**config.mk**
```make
export PLATFORM = sky130hd
export DESIGN_NAME = apb_master_bridge
export DESIGN_NICKNAME = d
export VERILOG_FILES = /design/src/rtl/apb_master_bridge.sv
export SDC_FILE = /design/constraint.sdc
export NUM_CORES = 1
export LEC_CHECK = 0
export ABC_AREA = 0
export CELL_PAD_IN_SITES_DETAIL_PLACEMENT = 2
export CELL_PAD_IN_SITES_GLOBAL_PLACEMENT = 2
export CORE_MARGIN = 2
export CORE_UTILIZATION = 25
export CTS_CLUSTER_SIZE = 20
export DETAILED_ROUTE_END_ITERATION = 16
export GPL_TIMING_DRIVEN = 0
export PLACE_DENSITY_LB_ADDON = 0.1
export SLEW_MARGIN = 10
export SYNTH_ARGS = -nofsm -noshare
export SYNTH_HDL_FRONTEND = slang
export SYNTH_SLANG_ARGS = --single-unit
```
**constraint.sdc**
```tcl
create_clock -name pclk -period 3.3 [get_ports pclk]
set_input_delay 0.66 -clock pclk [delete_from_list [all_inputs] [get_ports pclk]]
set_output_delay 0.66 -clock pclk [all_outputs]
set_load 0.05 [all_outputs]
```
**src/rtl/apb_master_bridge.sv**
```systemverilog
// Single-outstanding APB requester: valid/ready command in, APB SETUP/ACCESS out, valid/ready response back.
// Optional ACCESS-phase timeout is built only when APB_MASTER_TIMEOUT_EN is defined.
module apb_master_bridge #(
    parameter int ADDR_W         = 32,
    parameter int DATA_W         = 32,
    parameter int TIMEOUT_CYCLES = 16
) (
    input  logic              pclk,
    input  logic              rst_n,
    input  logic              cmd_valid,
    output logic              cmd_ready,
    input  logic              cmd_write,
    input  logic [ADDR_W-1:0] cmd_addr,
    input  logic [DATA_W-1:0] cmd_wdata,
    output logic              rsp_valid,
    input  logic              rsp_ready,
    output logic [DATA_W-1:0] rsp_rdata,
    output logic              rsp_err,
    output logic [ADDR_W-1:0] paddr,
    output logic              psel,
    output logic              penable,
    output logic              pwrite,
    output logic [DATA_W-1:0] pwdata,
    input  logic              pready,
    input  logic [DATA_W-1:0] prdata
);

    typedef enum logic [1:0] {
        IDLE,
        SETUP,
        ACCESS,
        RESP
    } state_t;

    if (TIMEOUT_CYCLES < 1 || TIMEOUT_CYCLES > 65535) begin : g_timeout_range
        $error("apb_master_bridge: TIMEOUT_CYCLES must be within 1..65535");
    end

    state_t              state, state_n;
    logic                cmd_ready_n;
    logic                rsp_valid_n;
    logic [DATA_W-1:0]   rsp_rdata_n;
    logic [ADDR_W-1:0]   paddr_n;
    logic                psel_n;
    logic                penable_n;
    logic                pwrite_n;
    logic [DATA_W-1:0]   pwdata_n;

`ifdef APB_MASTER_TIMEOUT_EN
    logic [15:0] wait_cnt, wait_cnt_n;
    logic        rsp_err_q, rsp_err_n;

    assign rsp_err = rsp_err_q;
`else
    assign rsp_err = 1'b0;
`endif

    // Every output is computed one cycle ahead here and registered below,
    // so nothing reaches a port without passing through a flop.
    always_comb begin
        state_n     = state;
        cmd_ready_n = cmd_ready;
        rsp_valid_n = rsp_valid;
        rsp_rdata_n = rsp_rdata;
        paddr_n     = paddr;
        psel_n      = psel;
        penable_n   = penable;
        pwrite_n    = pwrite;
        pwdata_n    = pwdata;
`ifdef APB_MASTER_TIMEOUT_EN
        wait_cnt_n  = wait_cnt;
        rsp_err_n   = rsp_err_q;
`endif

        case (state)
            IDLE: begin
                cmd_ready_n = 1'b1;
                psel_n      = 1'b0;
                penable_n   = 1'b0;
                if (cmd_valid && cmd_ready) begin
                    paddr_n     = cmd_addr;
                    pwrite_n    = cmd_write;
                    pwdata_n    = cmd_write ? cmd_wdata : '0;
                    cmd_ready_n = 1'b0;
                    psel_n      = 1'b1;
                    state_n     = SETUP;
                end
            end
            SETUP: begin
                penable_n = 1'b1;
                state_n   = ACCESS;
`ifdef APB_MASTER_TIMEOUT_EN
                wait_cnt_n = '0;
`endif
            end
            ACCESS: begin
                if (pready) begin
                    rsp_rdata_n = pwrite ? '0 : prdata;
                    psel_n      = 1'b0;
                    penable_n   = 1'b0;
                    rsp_valid_n = 1'b1;
                    state_n     = RESP;
`ifdef APB_MASTER_TIMEOUT_EN
                    rsp_err_n   = 1'b0;
                end else if (wait_cnt == 16'(TIMEOUT_CYCLES - 1)) begin
                    // This wait cycle brings the count to TIMEOUT_CYCLES: abort.
                    rsp_rdata_n = '0;
                    rsp_err_n   = 1'b1;
                    psel_n      = 1'b0;
                    penable_n   = 1'b0;
                    rsp_valid_n = 1'b1;
                    state_n     = RESP;
                end else begin
                    wait_cnt_n = wait_cnt + 16'd1;
`endif
                end
            end
            RESP: begin
                if (rsp_ready) begin
                    rsp_valid_n = 1'b0;
                    cmd_ready_n = 1'b1;
                    state_n     = IDLE;
                end
            end
            default: state_n = IDLE;
        endcase
    end

    always_ff @(posedge pclk or negedge rst_n) begin
        if (!rst_n) begin
            state     <= IDLE;
            cmd_ready <= 1'b0;
            rsp_valid <= 1'b0;
            rsp_rdata <= '0;
            paddr     <= '0;
            psel      <= 1'b0;
            penable   <= 1'b0;
            pwrite    <= 1'b0;
            pwdata    <= '0;
`ifdef APB_MASTER_TIMEOUT_EN
            wait_cnt  <= '0;
            rsp_err_q <= 1'b0;
`endif
        end else begin
            state     <= state_n;
            cmd_ready <= cmd_ready_n;
            rsp_valid <= rsp_valid_n;
            rsp_rdata <= rsp_rdata_n;
            paddr     <= paddr_n;
            psel      <= psel_n;
            penable   <= penable_n;
            pwrite    <= pwrite_n;
            pwdata    <= pwdata_n;
`ifdef APB_MASTER_TIMEOUT_EN
            wait_cnt  <= wait_cnt_n;
            rsp_err_q <= rsp_err_n;
`endif
        end
    end

endmodule

```
Word level (Yosys, flattened, before mapping) --
Cells that the tools add are included.
Word-level totals: output and inout port bits 102, register bits after elaboration 103, word-level logic and storage cells 44, input port bits 102
Operators by class: multiplexer cells 16, equality and inequality tests 6, reductions and logical operators 13
Operator list (count):
- 32-bit two-way mux | 2
- 2-bit AND reduction | 5
- 2-bit case mux with 4 select lines | 1
- 1-bit two-way mux | 6
- 2-bit two-way mux | 3
- 2-bit inequality test, second input constant | 3
- 1-bit case mux with 2 select lines | 3
- 3-bit AND reduction | 2
- 2-bit nonzero test | 3
- 2-bit equality test, second input constant | 2
- 1-bit case mux with 3 select lines | 1
- 3-bit nonzero test | 1
- 2-bit by 1-bit equality test with 1-bit output, second input constant | 1
- 2-bit zero test | 1
- 1-bit logical AND | 1

Longest topological paths before layout --
Gate-level depths: netlist (run 1).
word-level depth 3, gate-level depth with buffers 7, depth with buffers taken out 5

Worst setup path before layout (run 1) --
OpenSTA, ideal clock, no wires.
path kind register to register, start register cmd_ready, end register state[1], library setup time 0.125 ns, data required time 3.175 ns, path slack 1.720 ns, arrival time 1.455 ns, buffers on the path 0, stages on the path, launching flop included 4, clock period less this slack 1.580 ns, cells stage by stage dfrtp_1 -> nand2_1 -> a211oi_1 -> mux2_2
On the way: cells in the longest elaborated chain, start to end 3
Ends and longest elaborated chain:
- start, declared | line 11 | output logic cmd_ready,
- start signal, assigned | line 146 | cmd_ready <= cmd_ready_n;
- 1-bit logical AND | line 80 | if (cmd_valid && cmd_ready) begin
- 2-bit inequality test (no line)
- 3-bit AND reduction (no line)
- end signal, assigned | line 145 | state <= state_n;
- end, declared | line 39 | state_t state, state_n;
No other way between the ends. A chain may end at the register's enable or synchronous reset.

Final worst setup path (run 1) --
start register pwrite, end output pwrite
RTL lines:
- start, declared | line 22 | output logic pwrite,
- start signal, assigned | line 152 | pwrite <= pwrite_n;
No word-level cell between the ends.

==> impl_metrics.json, run 1 <==
{
  "skew_ps": 4.79,
  "grt_pass1_vias": 4110,
  "slew_violations": 0,
  "setup_slack_ps": 999,
  "slew_headroom_pct": 62.3,
  "final.period_utilization_pct": 69.7,
  "netlist_area_um2": 4160,
  "drt_wl_total_um": 13900,
  "yosys.area.top_type": "dfrtp_1",
  "synth.avg_cell_area_um2": 10.9,
  "via_count": 3586,
  "max_cap_violations": 0,
  "p_per_area_nw_per_um2": 1150,
  "routedWlPerCell_um": 17.0,
  "cp.buffers_inverters": 1,
  "initial_core_util_pct": 25.4,
  "fill_cells": 1698,
  "final_hold_viol_count": 0,
  "max_stage_delay_ps": 860,
  "clk_pin_slew_ps": 70,
  "clock.fmax_mhz": 435,
  "synth-main-ff-cell": "dfrtp_1",
  "portBuffers": 201,
  "antenna_found_initial": 0,
  "final_core_util_pct": 41.3,
  "core_um2": 16400,
  "crit_family": "buffers and inverters",
  "avgViaCountPerCell": 4.38,
  "syn2layout_area_growth_pct": 62.6,
  "worst_ep_arrival_time_ps": 1640,
  "ant_nets": 0,
  "drt_iter0_drc": 84,
  "synthDistinctLibCells": 23,
  "cts_hold_buf": 0,
  "fin_nets": 701,
  "ys_seq_area_share_pct": 61.9,
  "slowest_stage": "clkdlybuf4s50_1",
  "postCtsSetupRepairBufs": 0,
  "synth.top_cells.by_area": "dfrtp_1 (62%), mux2_2 (9.5%), nand2_1 (8.9%)",
  "clock_sinks": 103,
  "worstMarginPinSlew_ps": 563,
  "critPathRequiredTime_ps": 2640,
  "drc": 0,
  "synth_top_area_share_pct": 61.9,
  "clock_path_buffers": 2,
  "cts_max_level": 3,
  "antenna_cells": 0,
  "cts_root_buf": "clkbuf_16",
  "cts_made_buffers": 9,
  "yosys_warnings": 0,
  "dr.pass1.iters": 4,
  "die_w_um": 133,
  "pre_cts_slack_ps": 1030,
  "setup_viol": 0,
  "dp_hpwl_um": 10700,
  "crit_type": "register to primary output",
  "grt_overflow": 0,
  "die_y_um": 133,
  "startpoint": "pwrite",
  "final_cell_area_um2": 6770,
  "finalCriticalPeriod_ps": 2300,
  "drive_above_1_share_pct": 9.85,
  "static-leakage-power_nw": 2.88,
  "cts_resized": 0,
  "ios": 204,
  "grt_pass1_wl_um": 22600,
  "die-area_um2": 17700,
  "place.gp.congestion": 0.768,
  "cts_tree": "yes",
  "multi_input_area_um2": 1450,
  "syn_nets": 488,
  "synth_edf_count": 0,
  "placed_cell_area_um2": 6480,
  "track_usage_pct": 16.4,
  "ys_seq_elements": 103,
  "postSynthCellCount": 381,
  "rsz0062_at_grt": "false",
  "hold_path.class": "input pin to async pin",
  "cp_max_fo": 7,
  "seqCellArea_um2": 2580,
  "synthArstFlopShare_pct": 100,
  "grt_max_degree": 58,
  "path_cells": "clkdlybuf4s50_1",
  "clock_latency_ps": 340,
  "status": "completed",
  "vdd_drop_max_uv": 472,
  "critPathLaunchType": "register",
  "worst_setup_path_end_kind": "primary output",
  "rows": 47,
  "r2r-start": "state[0]"
}
-- cells by family after synthesis --
family / share of synthesized area (%)
AO/OA/AOI/OAI: 9.04
adder cells (fa/ha/maj): 1.50
buffers and inverters: 3.21
flip-flops: 61.9
multiplexers: 9.71
other: 0.0901
AND/OR/NAND/NOR: 14.5
-- Yosys cell counts, types with 2 or more instances --
library cell,n
inv_1,3
o21ai_1,5
dfrtp_1,103
ha_1,5
mux2_2,35
nand2b_1,32
buf_6,3
clkbuf_1,17
o21ai_0,63
buf_2,2
nand2_1,99
nor2b_1,2
buf_4,2
-- state kept, by name, indices dropped and copies added (netlist names) --
| name | flops |
|---|---|
| cmd_ready | 1 |
| paddr | 32 |
| penable | 1 |
| psel | 1 |
| pwdata | 32 |
| pwrite | 1 |
| rsp_rdata | 32 |
| rsp_valid | 1 |
| state | 2 |
-- stage by stage --
step | total power [W] | hold slack [ps] | setup TNS, ps | instances
after global placement | 0.00665 | 460 | -281300 | 802
after floorplan | 0.00505 | 364 | 0 | 381
final | 0.00776 | 240 | 0 | 819
after global routing | 0.00821 | 261 | 0 | 819
after detailed placement | 0.00677 | 472 | 0 | 803
after CTS | 0.00789 | 251 | 0 | 819
-- cell usage in the layout (no fill, tap or decap), types with 2 or more instances in the layout --
cell type	count
mux2_2	35
buf_6	4
clkdlybuf4s50_1	200
dfrtp_1	103
o21ai_1	5
ha_1	5
nor2b_1	2
nand2_1	99
inv_1	3
clkbuf_16	9
clkbuf_1	19
buf_2	2
clkinv_2	3
o21ai_0	63
buf_4	2
nand2b_1	32
-- final cells by class --
cell class / count / area share [%]
inverter: 3 / 0.166
clock buffer: 12 / 3.64
tap: 220 / 4.07
buffer: 24 / 1.81
multi-input combinational: 251 / 21.5
sequential: 103 / 38.1
clock inverter: 4 / 0.665
timing repair buffer: 202 / 30.1
-- routing by layer --
| layer | GRT usage [%] | part of all wire [%] |
|---|---|---|
| met3 | 5.10 | 6.4 |
| met2 | 28.0 | 50 |
| met4 | 4.84 | 1.6 |
| met1 | 19.8 | 42 |
| met5 | 0 | 0 |
-- worst paths after layout --
path	to	slack (ps)	cells past startpoint
max in group asynchronous	paddr[26]	2400	2
setup / recovery	pwrite	1000	1
min in group pclk	pwdata[31]	480	2
hold / removal	paddr[6]	240	1
hold reg to reg	pwdata[31]	480	2
setup reg to reg	pwdata[29]	1490	7
-- report_power, final --
part / switching (W) / internal (W)
Sequential: 0.000320 / 0.00185
Combinational: 0.00295 / 0.00156
Clock: 0.000470 / 0.000606
Note: power is estimated with default switching activity, not from simulation.
==> run 2, diff against run 1 <==
--- a/config.mk
+++ b/config.mk
@@ -9,7 +9,7 @@
 export CELL_PAD_IN_SITES_DETAIL_PLACEMENT = 2
 export CELL_PAD_IN_SITES_GLOBAL_PLACEMENT = 2
 export CORE_MARGIN = 2
-export CORE_UTILIZATION = 25
+export CORE_UTILIZATION = 21
 export CTS_CLUSTER_SIZE = 20
 export DETAILED_ROUTE_END_ITERATION = 16
 export GPL_TIMING_DRIVEN = 0
==> constraint.sdc (replaced) <==
create_clock -name pclk -period 2 [get_ports pclk]
set_input_delay 0.4 -clock pclk [delete_from_list [all_inputs] [get_ports pclk]]
set_output_delay 0.4 -clock pclk [all_outputs]
set_load 0.05 [all_outputs]
==> impl_metrics.json, run 2 (synthesis results as in run 1) <==
{
  "status": "completed",
  "clock.fmax_mhz": 516,
  "die-area_um2": 21000,
  "die_y_um": 145,
  "cts_made_buffers": 9,
  "postCtsSetupRepairBufs": 0,
  "cts_max_level": 3,
  "dr.pass1.iters": 4,
  "core_um2": 19500,
  "seqCellArea_um2": 2580,
  "setup_viol": 0,
  "static-leakage-power_nw": 2.91,
  "multi_input_area_um2": 1460,
  "slew_violations": 0,
  "ios": 204,
  "crit_family": "buffers and inverters",
  "antenna_cells": 0,
  "path_cells": "clkdlybuf4s50_1",
  "ant_nets": 0,
  "initial_core_util_pct": 21.4,
  "max_stage_delay_ps": 830,
  "grt_pass1_vias": 3878,
  "hold_path.class": "input pin to register",
  "slew_headroom_pct": 62.9,
  "whs_ps": 437,
  "worst_setup_path_end_kind": "primary output",
  "p_sw_share_pct": 48.7,
  "place.gp.congestion": 0.723,
  "largestRegisters": "paddr: 32 flops, pwdata: 32 flops, rsp_rdata: 32 flops",
  "dp_hpwl_um": 10600,
  "rows": 51,
  "fill_cells": 2095,
  "worstMarginPinSlew_ps": 555,
  "crit_type": "register to primary output",
  "routedWlPerCell_um": 16.4,
  "syn2layout_area_growth_pct": 64.3,
  "fin_nets": 702,
  "clock_sinks": 103,
  "drive_above_1_share_pct": 10.2,
  "rsz0062_at_grt": "false",
  "grt_max_degree": 82,
  "pwr-share-clk_pct": 13.6,
  "cts_tree": "yes",
  "intPower_w": 0.00652,
  "avgViaCountPerCell": 4.10,
  "p_sw_w": 0.00620,
  "clock_latency_ps": 350,
  "cp.buffers_inverters": 1,
  "final_core_util_pct": 35.1,
  "drt_wl_total_um": 14200,
  "via_count": 3543,
  "die_w_um": 145,
  "track_usage_pct": 13.6,
  "p_per_area_nw_per_um2": 1860,
  "clock_path_buffers": 2,
  "grt_pass1_wl_um": 21600,
  "clk_pin_slew_ps": 70,
  "most-common-layout-cells": "clkdlybuf4s50_1 (196), dfrtp_1 (103), nand2_1 (99)",
  "critPathLaunchType": "register",
  "max_cap_violations": 0,
  "cts_root_buf": "clkbuf_16",
  "portBuffers": 201,
  "vdd_drop_max_uv": 553,
  "worst_ep_arrival_time_ps": 1540,
  "pwr-share-seq_pct": 28.3,
  "grt_overflow": 0,
  "drc": 0,
  "antenna_found_initial": 0,
  "skew_ps": 9.05,
  "p_total_w": 0.0127,
  "critPathRequiredTime_ps": 1600,
  "drt_iter0_drc": 60,
  "finalCriticalPeriod_ps": 1940,
  "p_comb_share_pct": 58.2,
  "final_hold_viol_count": 0,
  "cp_max_fo": 2,
  "final.period_utilization_pct": 96.8,
  "slowest_stage": "clkdlybuf4s50_1",
  "layout_commonest_cell": "clkdlybuf4s50_1"
}
[run 2: final timing paths]
path,slack (ps),cells past startpoint,to,startpoint
max,60,1,rsp_rdata[1],rsp_rdata[1]
min,440,3,pwdata[0],cmd_write
max reg2reg,230,7,pwdata[15],state[0]
min reg2reg,480,2,rsp_rdata[18],rsp_rdata[18]
max in group asynchronous,800,3,psel,rst_n
min in group asynchronous,470,2,paddr[20],rst_n
[run 2: per-layer routing]
metal / GRT usage, % / up-vias / part of all wire [%]
met1: 17.0 / 1753 / 41
li1: - / 1678 / -
met4: 4.75 / 0 / 1.3
met5: 0 / - / 0
met2: 22.7 / 100 / 51
met3: 3.29 / 12 / 6.7
[run 2: area by class of cell]
class | count | share of cell area (%)
repair buffers | 203 | 30.0
flip-flops and latches | 103 | 37.7
well taps | 265 | 4.85
clock inverters | 5 | 0.457
clock buffers | 11 | 3.69
inverters | 3 | 0.165
plain buffers | 24 | 1.79
multi-input cells | 251 | 21.3
[run 2: repair_timing]
item                       4_1_cts  5_1_grt
hold buffers                     1        0
resized for setup                2        3
setup endpoints to repair        2       24
hold endpoints to repair        22        0
[run 2: power groups by stage]
stage	Sequential (W)	Clock [W]	Combinational (W)
finish	0.00360	0.00172	0.00740
global route	0.00373	0.00189	0.00787
CTS	0.00362	0.00182	0.00753
detailed placement	0.00365	0	0.00753
global placement	0.00358	0	0.00742
floorplan	0.00688	0	0.00146
[run 2: through the flow]
step / cells / worst slack [ps] / cell area (um^2) / setup TNS [ps]
2_1_floorplan: 381 / 420 / 4160 / 0
3_3_place_gp: 847 / -3940 / 6510 / -404460
3_5_place_dp: 848 / -33.5 / 6540 / -91.6
4_1_cts: 865 / 7.58 / 6830 / 0
5_1_grt: 865 / 5.42 / 6840 / 0
6_report: 865 / 63.7 / 6840 / 0
==> run 3, diff against run 2 <==
--- a/config.mk
+++ b/config.mk
@@ -6,10 +6,11 @@
 export NUM_CORES = 1
 export LEC_CHECK = 0
 export ABC_AREA = 0
+export CAP_MARGIN = 30
 export CELL_PAD_IN_SITES_DETAIL_PLACEMENT = 2
 export CELL_PAD_IN_SITES_GLOBAL_PLACEMENT = 2
 export CORE_MARGIN = 2
-export CORE_UTILIZATION = 21
+export CORE_UTILIZATION = 24
 export CTS_CLUSTER_SIZE = 20
 export DETAILED_ROUTE_END_ITERATION = 16
 export GPL_TIMING_DRIVEN = 0
==> constraint.sdc (replaced) <==
create_clock -name pclk -period 1.9 [get_ports pclk]
set_input_delay 0.38 -clock pclk [delete_from_list [all_inputs] [get_ports pclk]]
set_output_delay 0.38 -clock pclk [all_outputs]
set_load 0.05 [all_outputs]
==> impl_metrics.json, run 3 (synthesis results as in run 1) <==
{
  "dp_hpwl_um": 10600,
  "track_usage_pct": 15.5,
  "final_hold_viol_count": 0,
  "clk_pin_slew_ps": 70,
  "slew_violations": 0,
  "max_stage_delay_ps": 570,
  "critPathRequiredTime_ps": 1520,
  "skew_ps": 8.89,
  "initial_core_util_pct": 24.3,
  "core_um2": 17100,
  "cp_max_fo": 5,
  "antenna_cells": 0,
  "fill_cells": 1840,
  "critPathLaunchType": "register",
  "grt_pass1_vias": 3902,
  "layout_commonest_cell": "dfrtp_1",
  "vdd_drop_max_uv": 711,
  "p_total_w": 0.0128,
  "whs_ps": 448,
  "routedWlPerCell_um": 17.0,
  "rows": 48,
  "die_y_um": 136,
  "clock_latency_ps": 340,
  "max_cap_violations": 0,
  "stdcell_count": 825,
  "ios": 204,
  "cts_max_level": 3,
  "hold_path.class": "input pin to register",
  "crit_family": "buffers and inverters",
  "drc": 0,
  "cts_tree": "yes",
  "grt_pass1_wl_um": 21800,
  "p_per_area_nw_per_um2": 1900,
  "cts_root_buf": "clkbuf_16",
  "avgViaCountPerCell": 4.34,
  "most-common-layout-cells": "dfrtp_1 (103), nand2_1 (99), clkdlybuf4s50_1 (99)",
  "worst_ep_arrival_time_ps": 1350,
  "clock.fmax_mhz": 577,
  "drt_iter0_drc": 65,
  "die-area_um2": 18400,
  "static-leakage-power_nw": 3.35,
  "portBuffers": 201,
  "cts_made_buffers": 9,
  "via_count": 3577,
  "drt_wl_total_um": 14100,
  "postCtsSetupRepairBufs": 0,
  "largestRegisters": "paddr: 32 flops, pwdata: 32 flops, rsp_rdata: 32 flops",
  "finalCriticalPeriod_ps": 1730,
  "antenna_found_initial": 0,
  "fin_nets": 702,
  "syn2layout_area_growth_pct": 61.8,
  "drive_above_1_share_pct": 11.2,
  "grt_max_degree": 54,
  "clock_sinks": 103,
  "dp.cells": 808,
  "crit_type": "register to primary output",
  "clock_path_buffers": 2,
  "final.period_utilization_pct": 91.2,
  "place.gp.congestion": 0.710,
  "status": "completed",
  "rsz0062_at_grt": "false",
  "worst_setup_path_end_kind": "primary output",
  "slew_headroom_pct": 62.6,
  "worstMarginPinSlew_ps": 564,
  "slowest_stage": "dlygate4sd2_1",
  "seqCellArea_um2": 2580,
  "dr.pass1.iters": 4,
  "setup_viol": 0,
  "multi_input_area_um2": 1460,
  "die_w_um": 136,
  "cp.buffers_inverters": 1,
  "grt_overflow": 0,
  "path_cells": "dlygate4sd2_1",
  "ant_nets": 0
}
## run 3: changes by cell type in the layout (fill, tap and decap cells not counted)
cell | previous run | this run
clkdlybuf4s50_1 | 196 | 99
dlygate4sd2_1 | 2 | 82
dlymetal6s2s_1 | 2 | 19
clkbuf_1 | 17 | 11
clkbuf_2 | 0 | 6
clkbuf_8 | 2 | 1
clkinv_2 | 3 | 2
clkinv_4 | 0 | 1
inv_6 | 1 | 2
## run 3: per-stage QoR
step                setup slack, ps  utilization (%)  instance area, um^2  TNS, ps
finish                          167             39.4                 6740        0
global route                   21.3             39.4                 6740        0
CTS                           0.110             39.0                 6680        0
detailed placement             -137             37.9                 6490    -3550
global placement              -3910             37.7                 6460  -403200
floorplan                       320                -                 4160        0
## run 3: final timing paths
kind,start,endpoint,depth (start not counted),slack (ps)
setup reg to reg,state[0],pwdata[14],7,170
min in group asynchronous,rst_n,rsp_rdata[13],2,540
hold reg to reg,rsp_rdata[3],rsp_rdata[3],2,470
max in group asynchronous,rst_n,pwdata[13],3,700
setup / recovery,cmd_ready,cmd_ready,1,170
hold / removal,cmd_write,pwdata[0],3,450
## run 3: worst register-to-register path, delay by kind of cell, from the launching register on
kind	cells	cell delay (ps)
adder cells (fa/ha/maj)	1	280
flip-flops	1	420
buffers and inverters	3	520
AO/OA/AOI/OAI	1	80
AND/OR/NAND/NOR	2	290
## run 3: final cells by class
| class | count | area share (%) |
|---|---|---|
| clock inverters | 6 | 0.650 |
| multi-input cells | 251 | 21.7 |
| repair buffers | 203 | 29.6 |
| flip-flops and latches | 103 | 38.2 |
| clock buffers | 10 | 3.55 |
| plain buffers | 24 | 1.93 |
| well taps | 225 | 4.18 |
| inverters | 3 | 0.167 |
## run 3: what timing repair did
action                                  in CTS  in global routing
gates cloned                                 0                  0
endpoints found under the setup margin     102                 44
hold buffers                                 1                  0
pin swaps                                    0                  0
endpoints found under the hold margin        2                  0
gates resized for setup                     83                 31
## run 3: routing by layer
| metal | wire length (um) | part of all wire, % | global-route usage (%) | vias up |
|---|---|---|---|---|
| met2 | 6770 | 48 | 25.4 | 113 |
| met5 | 0 | 0 | 0 | - |
| met1 | 5970 | 42 | 19.4 | 1768 |
| met4 | 255 | 1.8 | 5.50 | 0 |
| met3 | 1070 | 7.6 | 4.64 | 14 |
| li1 | - | - | - | 1682 |
## run 3: report_power, final
group / internal, W / total (W) / switching, W
logic: 0.00214 / 0.00729 / 0.00515
registers: 0.00321 / 0.00373 / 0.000522
clock network: 0.000934 / 0.00181 / 0.000872
